`src/rtl/freq_meter_pkg.sv`:
```
// Shared definitions for the frequency-meter path.
// Contents:
//   BCD_W, BCD_MAX, BCD_DIGITS  digit width, largest legal digit, digits per word
//   bcd_word_t                  packed BCD word, digit 0 in bits [3:0]
//   synth_state_t               state encoding of the frequency synthesiser
//   bcd_valid()                 1 if every digit <= 9 and the value is >= 2
//   int_to_bcd()                integer to packed BCD, for elaboration-time constants
package freq_meter_pkg;

  localparam int              BCD_W      = 4;
  localparam logic [BCD_W-1:0] BCD_MAX    = 4'd9;
  localparam int              BCD_DIGITS = 8;

  typedef logic [BCD_DIGITS*BCD_W-1:0] bcd_word_t;

  typedef enum logic {
    ST_IDLE = 1'b0,
    ST_RUN  = 1'b1
  } synth_state_t;

  // A divisor is usable when it is proper BCD and at least 2; a divisor of
  // 1 would need the terminal count and the reload in the same cycle.
  function automatic logic bcd_valid(input bcd_word_t w);
    logic             digits_ok;
    logic             upper_nonzero;
    logic [BCD_W-1:0] d;
    digits_ok     = 1'b1;
    upper_nonzero = 1'b0;
    for (int i = 0; i < BCD_DIGITS; i++) begin
      d = w[i*BCD_W +: BCD_W];
      if (d > BCD_MAX) digits_ok = 1'b0;
      if ((i > 0) && (d != '0)) upper_nonzero = 1'b1;
    end
    return digits_ok && (upper_nonzero || (w[BCD_W-1:0] >= 4'd2));
  endfunction

  function automatic bcd_word_t int_to_bcd(input int value);
    bcd_word_t r;
    int        rem;
    r   = '0;
    rem = value;
    for (int i = 0; i < BCD_DIGITS; i++) begin
      r[i*BCD_W +: BCD_W] = 4'(rem % 10);
      rem = rem / 10;
    end
    return r;
  endfunction

endpackage

```
`src/rtl/bcd_freq_synth_if.sv`:
```
// Control/status bundle of the BCD frequency synthesiser.
// Signals:
//   div_bcd, load, enable                 requests from the controller
//   load_ack, err_bcd, busy               status back to the controller
//   count_bcd, strobe, out_wave           counter value and generated outputs
// Modports: master = controller side, slave = synthesiser side.
interface bcd_freq_synth_if;
  import freq_meter_pkg::*;

  bcd_word_t div_bcd;
  logic      load;
  logic      enable;
  logic      load_ack;
  logic      err_bcd;
  logic      busy;
  bcd_word_t count_bcd;
  logic      strobe;
  logic      out_wave;

  modport master (
    output div_bcd, load, enable,
    input  load_ack, err_bcd, busy, count_bcd, strobe, out_wave
  );

  modport slave (
    input  div_bcd, load, enable,
    output load_ack, err_bcd, busy, count_bcd, strobe, out_wave
  );

endinterface

```
`src/rtl/bcd_digit_dec.sv`:
```
// One decade of the BCD down-counter.
// Ports:
//   input_clk, reset   clock and asynchronous active-high reset
//   load, load_val     parallel load (has priority over decrement)
//   dec_en             decrement request, i.e. borrow in from the lower digit
//   digit              current digit value
//   borrow_out         borrow to the next digit: decrementing through zero
//   is_zero            digit currently holds 0
module bcd_digit_dec
  import freq_meter_pkg::*;
(
  input  logic             input_clk,
  input  logic             reset,
  input  logic             load,
  input  logic [BCD_W-1:0] load_val,
  input  logic             dec_en,
  output logic [BCD_W-1:0] digit,
  output logic             borrow_out,
  output logic             is_zero
);

  logic [BCD_W-1:0] digit_q;
  logic [BCD_W-1:0] digit_d;

  always_comb begin
    digit_d = digit_q;
    if (load) begin
      digit_d = load_val;
    end else if (dec_en) begin
      digit_d = (digit_q == '0) ? BCD_MAX : (digit_q - 4'd1);
    end
  end

  always_ff @(posedge input_clk or posedge reset) begin
    if (reset) digit_q <= '0;
    else       digit_q <= digit_d;
  end

  assign digit      = digit_q;
  assign is_zero    = (digit_q == '0);
  assign borrow_out = dec_en && !load && (digit_q == '0);

endmodule

```
`src/rtl/bcd_freq_synth.sv`:
```
// Programmable test-frequency source: divides input_clk by a BCD divisor N,
// giving a one-cycle strobe every N cycles and a 50% square wave at F/(2N).
// Ports:
//   input_clk, reset   reference clock, asynchronous active-high reset
//   bus (slave)        div_bcd/load/enable in; load_ack, err_bcd, busy,
//                      count_bcd, strobe, out_wave out
// Parameters:
//   DIGITS       number of counter decades (the word width comes from the package)
//   DEFAULT_DIV  divisor in force after reset, as an integer
module bcd_freq_synth
  import freq_meter_pkg::*;
#(
  parameter int DIGITS      = BCD_DIGITS,
  parameter int DEFAULT_DIV = 2
) (
  input  logic             input_clk,
  input  logic             reset,
  bcd_freq_synth_if.slave  bus
);

  localparam bcd_word_t DEFAULT_BCD = int_to_bcd(DEFAULT_DIV);

  synth_state_t state_q, state_d;
  bcd_word_t    active_q, active_d;
  bcd_word_t    pend_q, pend_d;
  logic         pend_valid_q, pend_valid_d;
  logic         load_ack_q, load_ack_d;
  logic         err_q, err_d;
  logic         busy_q, busy_d;
  logic         wave_q, wave_d;

  logic         div_ok;
  logic         count_is_one;
  logic         cnt_load;
  bcd_word_t    cnt_load_val;
  bcd_word_t    reload_val;
  bcd_word_t    count_w;
  logic [DIGITS:0]   dec_chain;
  logic [DIGITS-1:0] digit_zero;
  logic         chain_unused;

  // Counter decades: dec_chain[0] is the per-cycle decrement, each digit's
  // borrow feeds the next digit up.
  for (genvar gi = 0; gi < DIGITS; gi++) begin : g_digit
    bcd_digit_dec u_digit (
      .input_clk  (input_clk),
      .reset      (reset),
      .load       (cnt_load),
      .load_val   (cnt_load_val[gi*BCD_W +: BCD_W]),
      .dec_en     (dec_chain[gi]),
      .digit      (count_w[gi*BCD_W +: BCD_W]),
      .borrow_out (dec_chain[gi+1]),
      .is_zero    (digit_zero[gi])
    );
  end

  // The MSD never borrows in RUN and the LSD zero flag is not needed for
  // terminal detection (the LSD is compared against 1 directly).
  assign chain_unused = dec_chain[DIGITS] ^ digit_zero[0];

  assign div_ok       = bcd_valid(bus.div_bcd);
  assign count_is_one = (count_w[BCD_W-1:0] == 4'd1) && (&digit_zero[DIGITS-1:1]);

  // Only the registered pending value is consulted, so a load arriving in
  // the terminal cycle itself waits for the following terminal.
  assign reload_val   = pend_valid_q ? pend_q : active_q;

  always_comb begin
    state_d      = state_q;
    active_d     = active_q;
    pend_d       = pend_q;
    pend_valid_d = pend_valid_q;
    load_ack_d   = 1'b0;
    err_d        = err_q;
    wave_d       = wave_q;
    cnt_load     = 1'b0;
    cnt_load_val = '0;
    dec_chain[0] = 1'b0;

    case (state_q)
      ST_IDLE: begin
        if (bus.enable) begin
          state_d      = ST_RUN;
          cnt_load     = 1'b1;
          cnt_load_val = reload_val;
          active_d     = reload_val;
          pend_valid_d = 1'b0;
        end
      end
      ST_RUN: begin
        if (!bus.enable) begin
          // Abandon the period: counter and wave return to zero.
          state_d      = ST_IDLE;
          cnt_load     = 1'b1;
          cnt_load_val = '0;
          wave_d       = 1'b0;
        end else if (count_is_one) begin
          wave_d       = ~wave_q;
          cnt_load     = 1'b1;
          cnt_load_val = reload_val;
          active_d     = reload_val;
          pend_valid_d = 1'b0;
        end else begin
          dec_chain[0] = 1'b1;
        end
      end
      default: state_d = ST_IDLE;
    endcase

    // Load handling last so a fresh request survives a same-cycle hand-over.
    if (bus.load) begin
      if (div_ok) begin
        pend_d       = bus.div_bcd;
        pend_valid_d = 1'b1;
        load_ack_d   = 1'b1;
        err_d        = 1'b0;
      end else begin
        err_d        = 1'b1;
      end
    end

    busy_d = (state_d == ST_RUN);
  end

  always_ff @(posedge input_clk or posedge reset) begin
    if (reset) begin
      state_q      <= ST_IDLE;
      active_q     <= DEFAULT_BCD;
      pend_q       <= DEFAULT_BCD;
      pend_valid_q <= 1'b0;
      load_ack_q   <= 1'b0;
      err_q        <= 1'b0;
      busy_q       <= 1'b0;
      wave_q       <= 1'b0;
    end else begin
      state_q      <= state_d;
      active_q     <= active_d;
      pend_q       <= pend_d;
      pend_valid_q <= pend_valid_d;
      load_ack_q   <= load_ack_d;
      err_q        <= err_d;
      busy_q       <= busy_d;
      wave_q       <= wave_d;
    end
  end

  assign bus.load_ack  = load_ack_q;
  assign bus.err_bcd   = err_q;
  assign bus.busy      = busy_q;
  assign bus.count_bcd = count_w;
  assign bus.strobe    = (state_q == ST_RUN) && count_is_one;
  assign bus.out_wave  = wave_q;

endmodule

```
`src/flat_wrapper.sv`:
```
// flat-port wrapper written by rule: the top's interface ports become plain ports
module bcd_freq_synth_flat import freq_meter_pkg::*;
#(
  parameter int DIGITS      = BCD_DIGITS,
  parameter int DEFAULT_DIV = 2
)
  (input_clk, reset, bus_div_bcd, bus_load, bus_enable, bus_load_ack, bus_err_bcd, bus_busy, bus_count_bcd, bus_strobe, bus_out_wave);
  bcd_freq_synth_if bus_i ();
  input  logic input_clk;
  input  logic reset;
  input wire logic [$bits(bus_i.div_bcd)-1:0] bus_div_bcd;
  input wire logic [$bits(bus_i.load)-1:0] bus_load;
  input wire logic [$bits(bus_i.enable)-1:0] bus_enable;
  output wire logic [$bits(bus_i.load_ack)-1:0] bus_load_ack;
  output wire logic [$bits(bus_i.err_bcd)-1:0] bus_err_bcd;
  output wire logic [$bits(bus_i.busy)-1:0] bus_busy;
  output wire logic [$bits(bus_i.count_bcd)-1:0] bus_count_bcd;
  output wire logic [$bits(bus_i.strobe)-1:0] bus_strobe;
  output wire logic [$bits(bus_i.out_wave)-1:0] bus_out_wave;
  assign bus_i.div_bcd = bus_div_bcd;
  assign bus_i.load = bus_load;
  assign bus_i.enable = bus_enable;
  assign bus_load_ack = bus_i.load_ack;
  assign bus_err_bcd = bus_i.err_bcd;
  assign bus_busy = bus_i.busy;
  assign bus_count_bcd = bus_i.count_bcd;
  assign bus_strobe = bus_i.strobe;
  assign bus_out_wave = bus_i.out_wave;
  bcd_freq_synth #(.DIGITS(DIGITS), .DEFAULT_DIV(DEFAULT_DIV)) u_core (.input_clk(input_clk), .reset(reset), .bus(bus_i));
endmodule
```
`config.mk`:
```
export PLATFORM = sky130hd
export DESIGN_NAME = bcd_freq_synth_flat
export DESIGN_NICKNAME = d
export VERILOG_FILES = /design/src/rtl/freq_meter_pkg.sv /design/src/rtl/bcd_freq_synth_if.sv /design/src/rtl/bcd_digit_dec.sv /design/src/rtl/bcd_freq_synth.sv /design/src/flat_wrapper.sv
export SDC_FILE = /design/constraint.sdc
export NUM_CORES = 1
export LEC_CHECK = 0
export BUFFER_PORTS_ARGS = -buffer_cell sky130_fd_sc_hd__buf_4
export CAP_MARGIN = 20
export CORE_MARGIN = 4
export CORE_UTILIZATION = 63
export CTS_CLUSTER_SIZE = 25
export DETAILED_ROUTE_END_ITERATION = 6
export GPL_TIMING_DRIVEN = 0
export PLACE_DENSITY = 0.86
export SYNTH_ARGS = -nofsm -noshare
export SYNTH_HDL_FRONTEND = slang
export SYNTH_SLANG_ARGS = --single-unit
```
`constraint.sdc`:
```
create_clock -name input_clk -period 7.97 [get_ports input_clk]
set_clock_uncertainty 0.1 [all_clocks]
set_input_delay 0.797 -clock input_clk [delete_from_list [all_inputs] [get_ports input_clk]]
set_output_delay 0.797 -clock input_clk [all_outputs]
set_load 0.02 [all_outputs]
```
After elaboration in Yosys (flattened, before gate mapping)
Cells that the tools add are included.
- register bits after elaboration: 101
- $add $sub $neg: 8
- order comparisons: 9
- equality and inequality tests: 5
- multiplexer cells: 66
- bitwise operators: 2
- reduce and logical (&&, ||, !) cells: 46
- operators with widths (kind ; number):
    $mux W32 ; 7
    $pmux W32 S2 ; 2
    $mux W4 ; 24
    $gt A4 B4 Y1 const B ; 8
    $logic_not A4 Y1 ; 8
    $sub A4 B1 Y4 const B ; 8
    $mux W1 ; 31
    $reduce_bool A4 Y1 ; 7
    $logic_and A1 B1 Y1 ; 17
    $reduce_bool A2 Y1 ; 8
    $reduce_and A7 Y1 ; 1
    $ne A2 B2 Y1 const B ; 3
    $eq A4 B1 Y1 const B ; 1
    $ge A4 B2 Y1 const B ; 1
    $pmux W1 S2 ; 2
    $reduce_and A2 Y1 ; 2
    $reduce_and A3 Y1 ; 1
    $ne A2 B1 Y1 const B ; 1
    $not A1 Y1 ; 2
    $logic_not A1 Y1 ; 1
    $logic_or A1 B1 Y1 ; 1

Longest topological paths before layout
- depth in word-level cells: 23
- depth in mapped cells: 9
- depth with buffers taken out: 6

Modules after synthesis
From an unflattened synthesis, not the netlist that was laid out.
- cell total of the unflattened synthesis: 446
- area total of the unflattened synthesis: 5345.1 µm²
- modules (own cells, without submodules) (module ; times used ; cells each ; area each (µm²)):
    bcd_freq_synth ; 1 ; 254 ; 3393.3
    bcd_digit_dec ; 8 ; 24 ; 244.0

Worst setup path after synthesis
No wires, ideal clock.
- path kind: input to output
- start point: input u_core.g_digit[7].u_digit.digit[1]
- end point: output bus_strobe
- data arrival time: 1.858 ns
- data required time: 7.073 ns
- setup slack: 5.215 ns
- stages: 5
- path buffers: 0
- cell sequence: dfrtp_1 > or4_4 > nand2b_4 > nor4_1 > and2_1
- word-level cells in the longest chain between the ends: 4
- RTL lines (element ; RTL line ; text):
    start, declared ; bcd_digit_dec.sv:17 ; output logic [BCD_W-1:0] digit,
    $logic_not A4 Y1 ; bcd_digit_dec.sv:40 ; assign is_zero = (digit_q == '0);
    $reduce_and A7 Y1 ; bcd_freq_synth.sv:62 ; assign count_is_one = (count_w[BCD_W-1:0] == 4'd1) && (&digit_zero[DIGITS-1:1]);
    $logic_and A1 B1 Y1 ; bcd_freq_synth.sv:62 ;
    $logic_and A1 B1 Y1 ; bcd_freq_synth.sv:151 ; assign bus.strobe = (state_q == ST_RUN) && count_is_one;
    end, declared ; flat_wrapper.sv:18 ; output wire logic [$bits(bus_i.strobe)-1:0] bus_strobe;
No other way between the ends.

Final worst setup path
- start point: input u_core.g_digit[1].u_digit.digit[0]
- end point: output bus_strobe
- word-level cells in the longest chain between the ends: 4
- RTL lines (element ; RTL line):
    start, declared ; bcd_digit_dec.sv:17
    $logic_not A4 Y1 ; bcd_digit_dec.sv:40
    $reduce_and A7 Y1 ; bcd_freq_synth.sv:62
    $logic_and A1 B1 Y1 ; bcd_freq_synth.sv:62
    $logic_and A1 B1 Y1 ; bcd_freq_synth.sv:151
No other way between the ends.

==> flow_summary_export.csv <==
group,metric,value,unit
outcome,status,"finished, final reports clean",
global_route,antenna_found_initial,0,
critical_path,slowest_stage,"nor4_1",
sta,rsz0062_at_grt,"false",
placement,routabilityCongestion,1.01,
placement,dpl_cell_area,6310,µm²
yosys,yosys_register_bits,101,
clock_tree,root_buffer,"clkbuf_8",
floorplan,start_util,64.6,%
yosys,synth_fp_nets,570,
critical_path,required,7070,ps
power,p_leak,2.96,nW
sta,maxSlewHeadroom,49.6,%
layout,diodes,0,
critical_path,critPathMaxFanout,8,
clock_tree,cts_htree_levels,3,
global_route,grt_max_degree,73,
critical_path,cp_common_cell,"nor4_1",
power,switchingPower,0.000522,W
global_route,grt_pass1_vias,4706,
detailed_routing,vias,4742,
clock_tree,insertion_delay,380,ps
yosys,synth_enable_flop_cells,0,
placement,port_buffers,72,
yosys,synth_top_area_share,44.2,%
sta,slew_violations,0,
layout,area_growth,16.0,%
yosys,synth.yosys.warnings,0,
detailed_routing,via_per_inst,6.49,
floorplan,core,8680,µm²
detailed_routing,detail-route-antenna-nets,0,
critical_path,worstSetupStartpointType,"flip-flop",
power,peakVddDrop,0.124,mV
sta,max_freq,289,MHz
layout,nets,654,
yosys,synth_cell_types,71,
yosys,netlist_top_cells_area,"dfrtp_1 (44%), mux2_2 (8.4%), mux2_4 (5.4%), mux2i_1 (5.2%), o21ai_0 (3.6%)",
power,power_density,221,nW/µm²
detailed_routing,drtIter0Drc,333,
floorplan,dieArea,10500,µm²
floorplan,num_rows,34,
floorplan,top_level_ports,73,
power,p_int,0.000913,W
power,swShare,36.4,%
floorplan,die_h,102,µm
hold_path,min_path_type,"input port to async pin",
yosys,netlist_top_cells_count,"dfrtp_1 (99), nand2_1 (44), mux2_2 (42)",
placement,hpwlAfterDp,11.5,mm
sta,setup_tns,0,ps
layout,fillCellCount,600,
yosys,synth.cell_area,5600,µm²
detailed_routing,wl_per_cell,21.0,µm
global_route,grt_usage,30.7,%
layout,design_area,6500,µm²
detailed_routing,wirelength,15.4,mm
yosys,ys_seq_area_share,45.2,%
sta,worstMarginPinSlew,756,ps
critical_path,path_cells,"buf_2 -> nor4_1 -> nand2_1 -> nor4_1 -> and2_1 -> buf_4",
detailed_routing,firstDrtPassIters,5,
power,p_total,0.00143,W
critical_path,path_delay_family,"simple AND/OR/NAND/NOR gates",
clock_tree,cts_num_sinks,101,
sta,setup-violations-final,0,
floorplan,die_w,102,µm
power,p_clk_share,22.8,%
clock_tree,cts_resized,0,
yosys,synthCells,534,
sta,min_period_over_period,43.4,%
clock_tree,clockBufferDepth,2,
power,seqPwrFrac,47.9,%
clock_tree,clk_pin_slew,110,ps
yosys,ys.flop_type,"dfrtp_1",
critical_path,critical_path_class,"flip-flop to output pin",
clock_tree,cts_hold_buf,0,
flow_run,cap_violations,0,
yosys,yosysMostFrequentCell,"dfrtp_1",
power,comb_power_share,29.3,%
global_route,grt_pass1_wl,24.7,mm
critical_path,cp_num_buf_inv,2,
clock_tree,post_cts_buffers,0,
layout,drive_above_1_share,30.0,%
clock_tree,cts_tree,"built",
critical_path,end_kind,"output pin",
critical_path,crit_path_max_incr_delay,610,ps
sta,hold_viol,0,
yosys,yosys.area.top_type,"dfrtp_1",
detailed_routing,drc,0,
critical_path,cp.arrival,2560,ps
yosys,syn_avg_cell_area,10.5,µm²
yosys,synthArstFlopShare,100,%
global_route,gr-total-overflow,0,
clock_tree,numCtsBuffers,9,
sta,layout_min_cycle_time,3460,ps
[final timing paths]
check,from,slack [ps],depth (start not counted),endpoint
worst max-delay path,u_core.g_digit[1].u_digit.digit[0],4510,6,bus_strobe
worst min-delay path,reset,310,2,u_core.pend_q[13]
worst max register to register,u_core.g_digit[1].u_digit.digit[0],4970,7,u_core.g_digit[5].u_digit.digit[3]
worst min register to register,u_core.active_q[7],390,1,u_core.active_q[7]
max in group asynchronous,reset,6730,3,u_core.active_q[1]
min in group input_clk,u_core.active_q[7],390,1,u_core.active_q[7]
[power by group through the flow]
stage	registers [W]	clock network, W	logic (W)
after floorplan	0.000694	0	0.000265
after global placement	0.000685	0	0.000404
after detailed placement	0.000693	0	0.000416
after CTS	0.000684	0.000328	0.000418
after global routing	0.000698	0.000347	0.000456
final	0.000687	0.000328	0.000420
[worst reg2reg max path: stages (launching register included)]
cell and delay [ps]:
dfrtp_1 400, buf_2 190, nor4_1 610, nand3_1 360
o31ai_4 650, o22ai_1 150, a21oi_1 290, o22ai_1 140
[final cells by class]
class | count | area, µm² | share of cell area, %
Buffer | 29 | 148 | 2.27
Clock inverter | 7 | 67.6 | 1.04
Timing Repair Buffer | 73 | 568 | 8.74
Multi-Input combinational cell | 395 | 2890 | 44.5
Inverter | 9 | 36.3 | 0.558
Tap cell | 108 | 135 | 2.08
Sequential cell | 101 | 2530 | 38.9
Clock buffer | 9 | 124 | 1.91
[flip-flops by register name, indices dropped and copies added, names as in the netlist]
| signal | flops |
|---|---|
| u_core.active_q | 32 |
| u_core.bus.err_bcd | 1 |
| u_core.bus.load_ack | 1 |
| u_core.bus.out_wave | 1 |
| u_core.g_digit.u_digit.digit | 32 |
| u_core.pend_q | 32 |
| u_core.pend_valid_q | 1 |
| u_core.state_q | 1 |
[metal layers]
metal  up-vias  GRT usage [%]  share of wire [%]
li1       2157              -                  -
met1      2321           41.7                 42
met2       226           50.0                 48
met3        38           4.98                7.6
met4         0           10.8                2.5
met5         -              0                  0
[cell usage in the layout, fill, tap and decap left out, types with 6 or more instances in the layout]
cell type | netlist | routed
mux2i_1 | 29 | 29
a21oi_1 | 27 | 27
clkbuf_1 | 16 | 16
dfrtp_1 | 99 | 99
nand3_1 | 17 | 17
o21ai_0 | 40 | 40
nor2_1 | 40 | 40
clkbuf_8 | 0 | 9
buf_2 | 7 | 7
nand2_1 | 44 | 44
mux2_4 | 20 | 20
nor4_1 | 11 | 11
mux2_2 | 42 | 42
nor3_1 | 17 | 17
buf_4 | 2 | 74
o22ai_1 | 10 | 10
a31oi_1 | 6 | 6
and3_1 | 7 | 7
inv_1 | 8 | 7
[kinds of logic (layout without fill, tap and decap cells)]
family | Yosys count | after routing | share of synthesized area, %
simple gates | 170 | 170 | 16.6
buf+inv | 38 | 127 | 3.24
flops | 101 | 101 | 45.2
xor+xnor | 3 | 3 | 0.469
mux | 91 | 91 | 19.0
compound gates | 131 | 131 | 15.5
[per-stage QoR]
step / utilization, % / setup slack [ps] / hold WS (ps) / instances
after detailed placement: 72.7 / 4860 / 365 / 715
after CTS: 74.9 / 4480 / 320 / 731
final: 74.9 / 4510 / 313 / 731
after global placement: 72.3 / 3230 / 355 / 714
after floorplan: - / 4430 / 342 / 534
after global routing: 74.9 / 4330 / 337 / 731
(Power assumes the default switching activity.)
